File: src/rtl/im_loader_pkg.sv
// Shared constants for the instruction-memory loader: IM geometry, FSM encodings
// and the big-endian byte placement helper.
package im_loader_pkg;

  localparam int unsigned IM_ADDR_W = 10;
  localparam int unsigned IM_DEPTH  = 1024;

  localparam logic [1:0] ST_IDLE  = 2'd0;
  localparam logic [1:0] ST_LOAD  = 2'd1;
  localparam logic [1:0] ST_WRITE = 2'd2;
  localparam logic [1:0] ST_DONE  = 2'd3;

  // Byte k of a word lands in bits [31-8k -: 8] (MIPS big-endian).
  function automatic logic [31:0] place_byte(input logic [31:0] word,
                                             input logic [1:0]  k,
                                             input logic [7:0]  b);
    logic [31:0] w;
    w = word;
    w[31 - 8*k -: 8] = b;
    return w;
  endfunction

endpackage

File: src/rtl/im_loader_if.sv
// Byte-stream input handshake plus IM write port of the loader.
// slave = loader view, master = byte source / IM view.
interface im_loader_if #(
  parameter int unsigned ADDR_W = im_loader_pkg::IM_ADDR_W
);
  logic              in_valid;
  logic [7:0]        in_data;
  logic              in_last;
  logic              in_ready;
  logic              im_we;
  logic [ADDR_W-1:0] im_addr;
  logic [31:0]       im_wdata;

  modport master (
    output in_valid, in_data, in_last,
    input  in_ready, im_we, im_addr, im_wdata
  );

  modport slave (
    input  in_valid, in_data, in_last,
    output in_ready, im_we, im_addr, im_wdata
  );
endinterface

File: src/rtl/im_word_packer.sv
// Assembles accepted stream bytes into a 32-bit word; a fresh word starts zeroed,
// so an early in_last leaves the remaining bytes zero-padded.
module im_word_packer
  import im_loader_pkg::*;
(
  input  logic        clk,
  input  logic        rst_n,
  input  logic        clr_i,
  input  logic        accept_i,
  input  logic [7:0]  data_i,
  input  logic        last_i,
  output logic [31:0] word_o,
  output logic        word_done_o
);

  logic [1:0]  idx_q;
  logic [31:0] word_q;

  always_ff @(posedge clk or negedge rst_n) begin
    if (!rst_n) begin
      idx_q  <= '0;
      word_q <= '0;
    end else if (clr_i) begin
      idx_q  <= '0;
      word_q <= '0;
    end else if (accept_i) begin
      idx_q  <= idx_q + 2'd1;
      word_q <= place_byte(word_q, idx_q, data_i);
    end
  end

  assign word_o      = word_q;
  assign word_done_o = accept_i & ((idx_q == 2'd3) | last_i);

endmodule

File: src/rtl/im_loader.sv
// Streams bytes into the instruction memory as big-endian words from address 0,
// holding the CPU in reset until the image is complete.
module im_loader
  import im_loader_pkg::*;
#(
  parameter int unsigned ADDR_W = IM_ADDR_W,
  parameter int unsigned DEPTH  = IM_DEPTH
) (
  input  logic              clk,
  input  logic              rst_n,
  input  logic              start_i,
  im_loader_if.slave        bus,
  output logic [ADDR_W:0]   words_loaded_o,
  output logic [31:0]       checksum_o,
  output logic              busy_o,
  output logic              done_o,
  output logic              full_o,
  output logic              cpu_hold_o
);

  logic [1:0]        state_q, state_d;
  logic [ADDR_W-1:0] addr_q;
  logic [ADDR_W:0]   words_q;
  logic [31:0]       sum_q;
  logic              last_q;
  logic              busy_q, done_q, full_q, hold_q;

  logic        accept, start_ok, in_write, at_end, finish;
  logic [31:0] word;
  logic        word_done;

  assign accept   = bus.in_valid & (state_q == ST_LOAD);
  assign start_ok = start_i & ((state_q == ST_IDLE) | (state_q == ST_DONE));
  assign in_write = (state_q == ST_WRITE);
  assign at_end   = (addr_q == ADDR_W'(DEPTH - 1));
  assign finish   = in_write & (last_q | at_end);

  im_word_packer u_packer (
    .clk         (clk),
    .rst_n       (rst_n),
    .clr_i       (start_ok | in_write),
    .accept_i    (accept),
    .data_i      (bus.in_data),
    .last_i      (bus.in_last),
    .word_o      (word),
    .word_done_o (word_done)
  );

  always_comb begin
    state_d = state_q;
    case (state_q)
      ST_IDLE, ST_DONE: if (start_i) state_d = ST_LOAD;
      ST_LOAD:          if (word_done) state_d = ST_WRITE;
      ST_WRITE:         state_d = (last_q | at_end) ? ST_DONE : ST_LOAD;
      default:          state_d = ST_IDLE;
    endcase
  end

  always_ff @(posedge clk or negedge rst_n) begin
    if (!rst_n) begin
      state_q <= ST_IDLE;
      addr_q  <= '0;
      words_q <= '0;
      sum_q   <= '0;
      last_q  <= 1'b0;
      busy_q  <= 1'b0;
      done_q  <= 1'b0;
      full_q  <= 1'b0;
      hold_q  <= 1'b1;
    end else begin
      state_q <= state_d;
      if (start_ok) begin
        addr_q  <= '0;
        words_q <= '0;
        sum_q   <= '0;
        last_q  <= 1'b0;
        busy_q  <= 1'b1;
        done_q  <= 1'b0;
        full_q  <= 1'b0;
        hold_q  <= 1'b1;
      end
      if (accept) last_q <= bus.in_last;
      // Address saturates at the last word; the final write ends the load instead.
      if (in_write) begin
        words_q <= words_q + (ADDR_W + 1)'(1);
        sum_q   <= sum_q + word;
        if (!at_end) addr_q <= addr_q + ADDR_W'(1);
      end
      if (finish) begin
        busy_q <= 1'b0;
        done_q <= 1'b1;
        hold_q <= 1'b0;
        full_q <= at_end & ~last_q;
      end
    end
  end

  assign bus.in_ready   = (state_q == ST_LOAD);
  assign bus.im_we      = in_write;
  assign bus.im_addr    = addr_q;
  assign bus.im_wdata   = in_write ? word : '0;
  assign words_loaded_o = words_q;
  assign checksum_o     = sum_q;
  assign busy_o         = busy_q;
  assign done_o         = done_q;
  assign full_o         = full_q;
  assign cpu_hold_o     = hold_q;

endmodule

File: src/flat_wrapper.sv
// flat-port wrapper written by rule: the top's interface ports become plain ports
module im_loader_flat import im_loader_pkg::*;
#(
  parameter int unsigned ADDR_W = IM_ADDR_W,
  parameter int unsigned DEPTH  = IM_DEPTH
)
  (clk, rst_n, start_i, words_loaded_o, checksum_o, busy_o, done_o, full_o, cpu_hold_o, bus_in_valid, bus_in_data, bus_in_last, bus_in_ready, bus_im_we, bus_im_addr, bus_im_wdata);
  im_loader_if #(.ADDR_W(ADDR_W)) bus_i ();
  input  logic clk;
  input  logic rst_n;
  input  logic start_i;
  output logic [ADDR_W:0] words_loaded_o;
  output logic [31:0] checksum_o;
  output logic busy_o;
  output logic done_o;
  output logic full_o;
  output logic cpu_hold_o;
  input wire logic [$bits(bus_i.in_valid)-1:0] bus_in_valid;
  input wire logic [$bits(bus_i.in_data)-1:0] bus_in_data;
  input wire logic [$bits(bus_i.in_last)-1:0] bus_in_last;
  output wire logic [$bits(bus_i.in_ready)-1:0] bus_in_ready;
  output wire logic [$bits(bus_i.im_we)-1:0] bus_im_we;
  output wire logic [$bits(bus_i.im_addr)-1:0] bus_im_addr;
  output wire logic [$bits(bus_i.im_wdata)-1:0] bus_im_wdata;
  assign bus_i.in_valid = bus_in_valid;
  assign bus_i.in_data = bus_in_data;
  assign bus_i.in_last = bus_in_last;
  assign bus_in_ready = bus_i.in_ready;
  assign bus_im_we = bus_i.im_we;
  assign bus_im_addr = bus_i.im_addr;
  assign bus_im_wdata = bus_i.im_wdata;
  im_loader #(.ADDR_W(ADDR_W), .DEPTH(DEPTH)) u_core (.clk(clk), .rst_n(rst_n), .start_i(start_i), .bus(bus_i), .words_loaded_o(words_loaded_o), .checksum_o(checksum_o), .busy_o(busy_o), .done_o(done_o), .full_o(full_o), .cpu_hold_o(cpu_hold_o));
endmodule
File: config.mk
export PLATFORM = sky130hd
export DESIGN_NAME = im_loader_flat
export DESIGN_NICKNAME = d
export VERILOG_FILES = /design/src/rtl/im_loader_pkg.sv /design/src/rtl/im_loader_if.sv /design/src/rtl/im_word_packer.sv /design/src/rtl/im_loader.sv /design/src/flat_wrapper.sv
export SDC_FILE = /design/constraint.sdc
export NUM_CORES = 1
export LEC_CHECK = 0
export BUFFER_PORTS_ARGS = -buffer_cell sky130_fd_sc_hd__buf_2
export CORE_ASPECT_RATIO = 0.8
export CORE_MARGIN = 3
export CORE_UTILIZATION = 52
export DETAILED_ROUTE_END_ITERATION = 6
export GPL_ROUTABILITY_DRIVEN = 0
export PLACE_DENSITY = 0.78
export SLEW_MARGIN = 20
export SYNTH_ARGS = -nofsm -noshare
export SYNTH_HDL_FRONTEND = slang
export SYNTH_HIERARCHICAL = 1
export SYNTH_SLANG_ARGS = --single-unit
File: constraint.sdc
create_clock -name clk -period 2.4 [get_ports clk]
set_input_delay 0.12 -clock clk [delete_from_list [all_inputs] [get_ports clk]]
set_output_delay 0.12 -clock clk [all_outputs]
set_load 0.005 [all_outputs]
==> flow_metrics.py <==
metrics = {
    "cells_and_area": {
        "fin_nets": 908,
        "fillers": 773,
        "area_growth_pct": 34.93,
        "fin_cells": 1003,
        "diodes": 0,
        "drive_gt1_share_pct": 33.64,
        "stdcell_area_mm2": 0.008090,
    },
    "yosys": {
        "yosysSeqAreaShare_pct": 39.25,
        "ys_warn_count": 6,
        "synth_most_common_cell": "dfrtp_1",
        "synthDistinctLibCells": 63,
        "syn_nets": 717,
        "synth_edf_count": 0,
        "synth.area.top_cells": "dfrtp_1 39%, ha_1 8.3%, o21ai_0 5.4%",
        "yosysTopAreaCellShare_pct": 38.81,
        "ys_ff_latch": 94,
        "synth_top_area_cell": "dfrtp_1",
        "syn_inst": 663,
        "synth_area_mm2": 0.005996,
        "ys.flop_type": "dfrtp_1",
        "synth_commonest_cells": "93 x dfrtp_1, 85 x nand2_1, 65 x o21ai_0",
        "postSynthAreaPerCell_um2": 9.043,
        "synthArstFlopShare_pct": 100.0,
    },
    "route": {
        "first_iter_violations": 533,
        "antenna_left": 0,
        "vias": 6184,
        "drc": 0,
        "wl_per_cell_um": 20.05,
        "firstDrtPassIters": 6,
        "viasPerCell": 6.166,
        "wl_um": 20110,
    },
    "sta": {
        "skew_ns": 0.01146,
        "fin_ws_ns": -0.08224,
        "max_freq_mhz": 402.9,
        "maxSlewHeadroom_pct": 41.16,
        "slew_viol_final": 0,
        "hold_viol": 0,
        "rsz0062_at_grt": "yes",
        "min_period_over_period_pct": 103.4,
        "setup_viol": 6,
        "worst_slew_pin_slew_ns": 0.8826,
        "period_minus_slack_ns": 2.482,
    },
    "grt": {
        "grt_remaining_overflow": 0,
        "grtUsageMet2_pct": 47.77,
        "grt_start_max_net_pins": 55,
        "track_usage_pct": 29.21,
        "grt_pass1_vias": 5958,
        "antenna_found_initial": 1,
        "grt_use_met3_pct": 7.628,
        "grt_pass1_wl_um": 29990,
        "top_usage_layer": "met2",
        "grtUsageMet1_pct": 37.41,
    },
    "cts": {
        "ctsLongestPathBuffers": 2,
        "cts_max_level": 3,
        "cts_root_buf": "clkbuf_16",
        "tritoncts": "built",
        "numCtsBuffers": 9,
        "clk_latency_ns": 0.36,
        "clk_pin_slew_ns": 0.07,
        "cts_sinks": 94,
    },
    "place": {
        "port_buffers": 103,
        "dp_hpwl_um": 13750,
        "dpl-instance-area_mm2": 0.007257,
        "place_worst_setup_slack_ns": -0.2944,
        "place_inst": 972,
    },
    "worst_setup_path": {
        "timing.rr.end": "u_core/checksum_o[26]$_DFFE_PN0P_",
        "critPathKind": "reg2reg",
        "worstPathArrival_ns": 2.73,
        "cp_slowest_stage_delay_ns": 0.41,
        "regToRegStartpoint": "u_core/checksum_o[7]$_DFFE_PN0P_",
        "reg2reg_setup_slack_ns": -0.08,
        "critical-path-slowest-cell": "dfrtp_1",
        "worstPathCellList": "ha_4 -> and2_1 -> and3_1 -> o211a_1 -> o31ai_4 -> a211o_1 -> a21oi_2 -> or3_1 -> a32o_1",
        "cp.required_ns": 2.65,
        "cp-endpoint": "u_core/checksum_o[26]$_DFFE_PN0P_",
        "crit_start": "u_core/checksum_o[7]$_DFFE_PN0P_",
        "crit_fanout": 4,
        "endpoint_kind": "flip-flop",
        "startpoint_type": "flip-flop",
        "rr_worst_depth": 9,
    },
    "pwr": {
        "leakage_nw": 4.012,
        "powerDensity_mw_per_mm2": 627.3,
        "peakVddDrop_mv": 0.4805,
    },
    "min_path": {
        "holdCritPathClass": "in2reg",
    },
    "floorplanning": {
        "die_y_um": 102.0,
        "start_util_pct": 54.21,
        "io_pins": 104,
        "dieArea_mm2": 0.01286,
        "core.rowCount": 34,
        "die_w_um": 126.1,
        "core_mm2": 0.01106,
    },
    "job": {
        "drv_cap": 0,
    },
    "run_status": {
        "violations": "setup timing",
        "run_status": "complete, but fails checks",
    },
}
==> state kept, by name, summed over array words and instances, names as in the netlist <==
register and flops:
u_core/cpu_hold_o 1, u_core/state_q 2, u_core/words_loaded_o 11, u_core/u_packer/idx_q 2
u_core/done_o 1, u_core/checksum_o 32, u_core/full_o 1, u_core/bus.im_addr 10
u_core/last_q 1, u_core/u_packer/word_o 32, u_core/busy_o 1
==> power by group <==
part	total (W)	switching, W	internal [W]	leakage, nW
combinational	0.00166	0.00108	0.000578	2.57
clock	0.00151	0.000666	0.000842	0.145
sequential	0.00190	0.000161	0.00174	1.30
total	0.00508	0.00191	0.00316	4.01
==> worst max-delay path: cells and delay by family (launching register included) <==
kind / cells / cell delay, ns
AOI/OAI and AO/OA: 5 / 0.93
DFF: 1 / 0.41
and+or+nand+nor: 3 / 0.76
adders and majority gates: 1 / 0.26
==> logic make-up (layout without fill, tap and decap cells) <==
group / Yosys count / after routing / share of synthesized area, %
XOR/XNOR: 30 / 30 / 4.382
buffers and inverters: 55 / 251 / 4.320
flip-flops: 94 / 94 / 39.25
AND/OR/NAND/NOR: 232 / 232 / 19.07
adder cells (fa/ha/maj): 41 / 41 / 8.681
AO/OA/AOI/OAI: 209 / 209 / 23.96
multiplexers: 2 / 2 / 0.3339
==> per-layer routing <==
metal	routed length [um]	vias to the layer above	share of wire [%]
met4	636	2	3.2
li1	-	2774	-
met2	9584	335	48
met3	1825	64	9.1
met5	13	-	0.065
met1	8050	3009	40
==> layout by cell type (no fill, tap or decap), drive strengths merged, types with 2 or more instances in the layout <==
cell type,synthesis,routed
ha,40,40
and3,8,8
a21o,14,14
dfrtp,93,93
o22ai,2,2
buf,11,215
or3,2,2
o21a,10,10
nor2b,6,6
nor2,36,36
nand3,24,24
a32o,18,18
nor3,4,4
a22oi,2,2
a211oi,2,2
and2,38,38
o211ai,6,6
inv,19,19
nand4b,2,2
nor4,3,3
clkbuf,25,10
mux2i,2,2
a21oi,35,35
o2bb2ai,16,16
nand4,7,7
nand2,85,85
xnor2,14,14
xor2,16,16
nand4bb,2,2
nand2b,12,12
a31oi,5,5
o21bai,8,8
clkinvlp,0,2
o31ai,11,11
o21ai,66,66
clkinv,0,3
==> final cells by class <==
class / count / area (um2) / area share, %
Clock buffer: 10 / 239.0 / 2.954
Clock inverter: 6 / 71.32 / 0.8815
Inverter: 19 / 71.32 / 0.8815
Multi-Input combinational cell: 514 / 3786 / 46.80
Sequential cell: 94 / 2354 / 29.09
Tap cell: 144 / 180.2 / 2.227
Timing Repair Buffer: 216 / 1389 / 17.17
==> metrics by stage <==
| step | hold slack [ns] | utilization, % | TNS (ns) | power, W |
|---|---|---|---|---|
| after CTS | 0.02727 | 70.62 | -0.2376 | 0.005026 |
| after detailed placement | 0.1512 | 65.61 | -2.133 | 0.003508 |
| after floorplan | -0.1756 | - | 0 | 0.002908 |
| after global routing | 0.05298 | 73.14 | -0.7892 | 0.005274 |
| after global placement | 0.1455 | 65.61 | -0.6606 | 0.003427 |
| final | 0.02869 | 73.14 | -0.1671 | 0.005075 |
==> how the worst min path moves through the flow <==
stage	startpoint	end	slack, ns	depth (start not counted)
floorplan	rst_n	u_core/bus.im_addr[0]$_DFF_PN0_	-0.18	0
global placement	rst_n	u_core/checksum_o[2]$_DFFE_PN0P_	0.15	1
detailed placement	rst_n	u_core/checksum_o[4]$_DFFE_PN0P_	0.15	1
CTS	bus_in_last	u_core/last_q$_DFFE_PN0P_	0.03	2
global route	bus_in_last	u_core/last_q$_DFFE_PN0P_	0.05	2
finish	bus_in_last	u_core/last_q$_DFFE_PN0P_	0.03	2
==> timing repair <==
| action | in CTS | in global routing |
|---|---|---|
| buffers inserted | 7 | 8 |
| hold buffers | 1 | 0 |
| setup endpoints to repair | 12 | 17 |
| pin swaps | 14 | 25 |
| resized for setup | 33 | 47 |
| endpoints found under the hold margin | 40 | 0 |
Power figures use the tool's default switching activity.
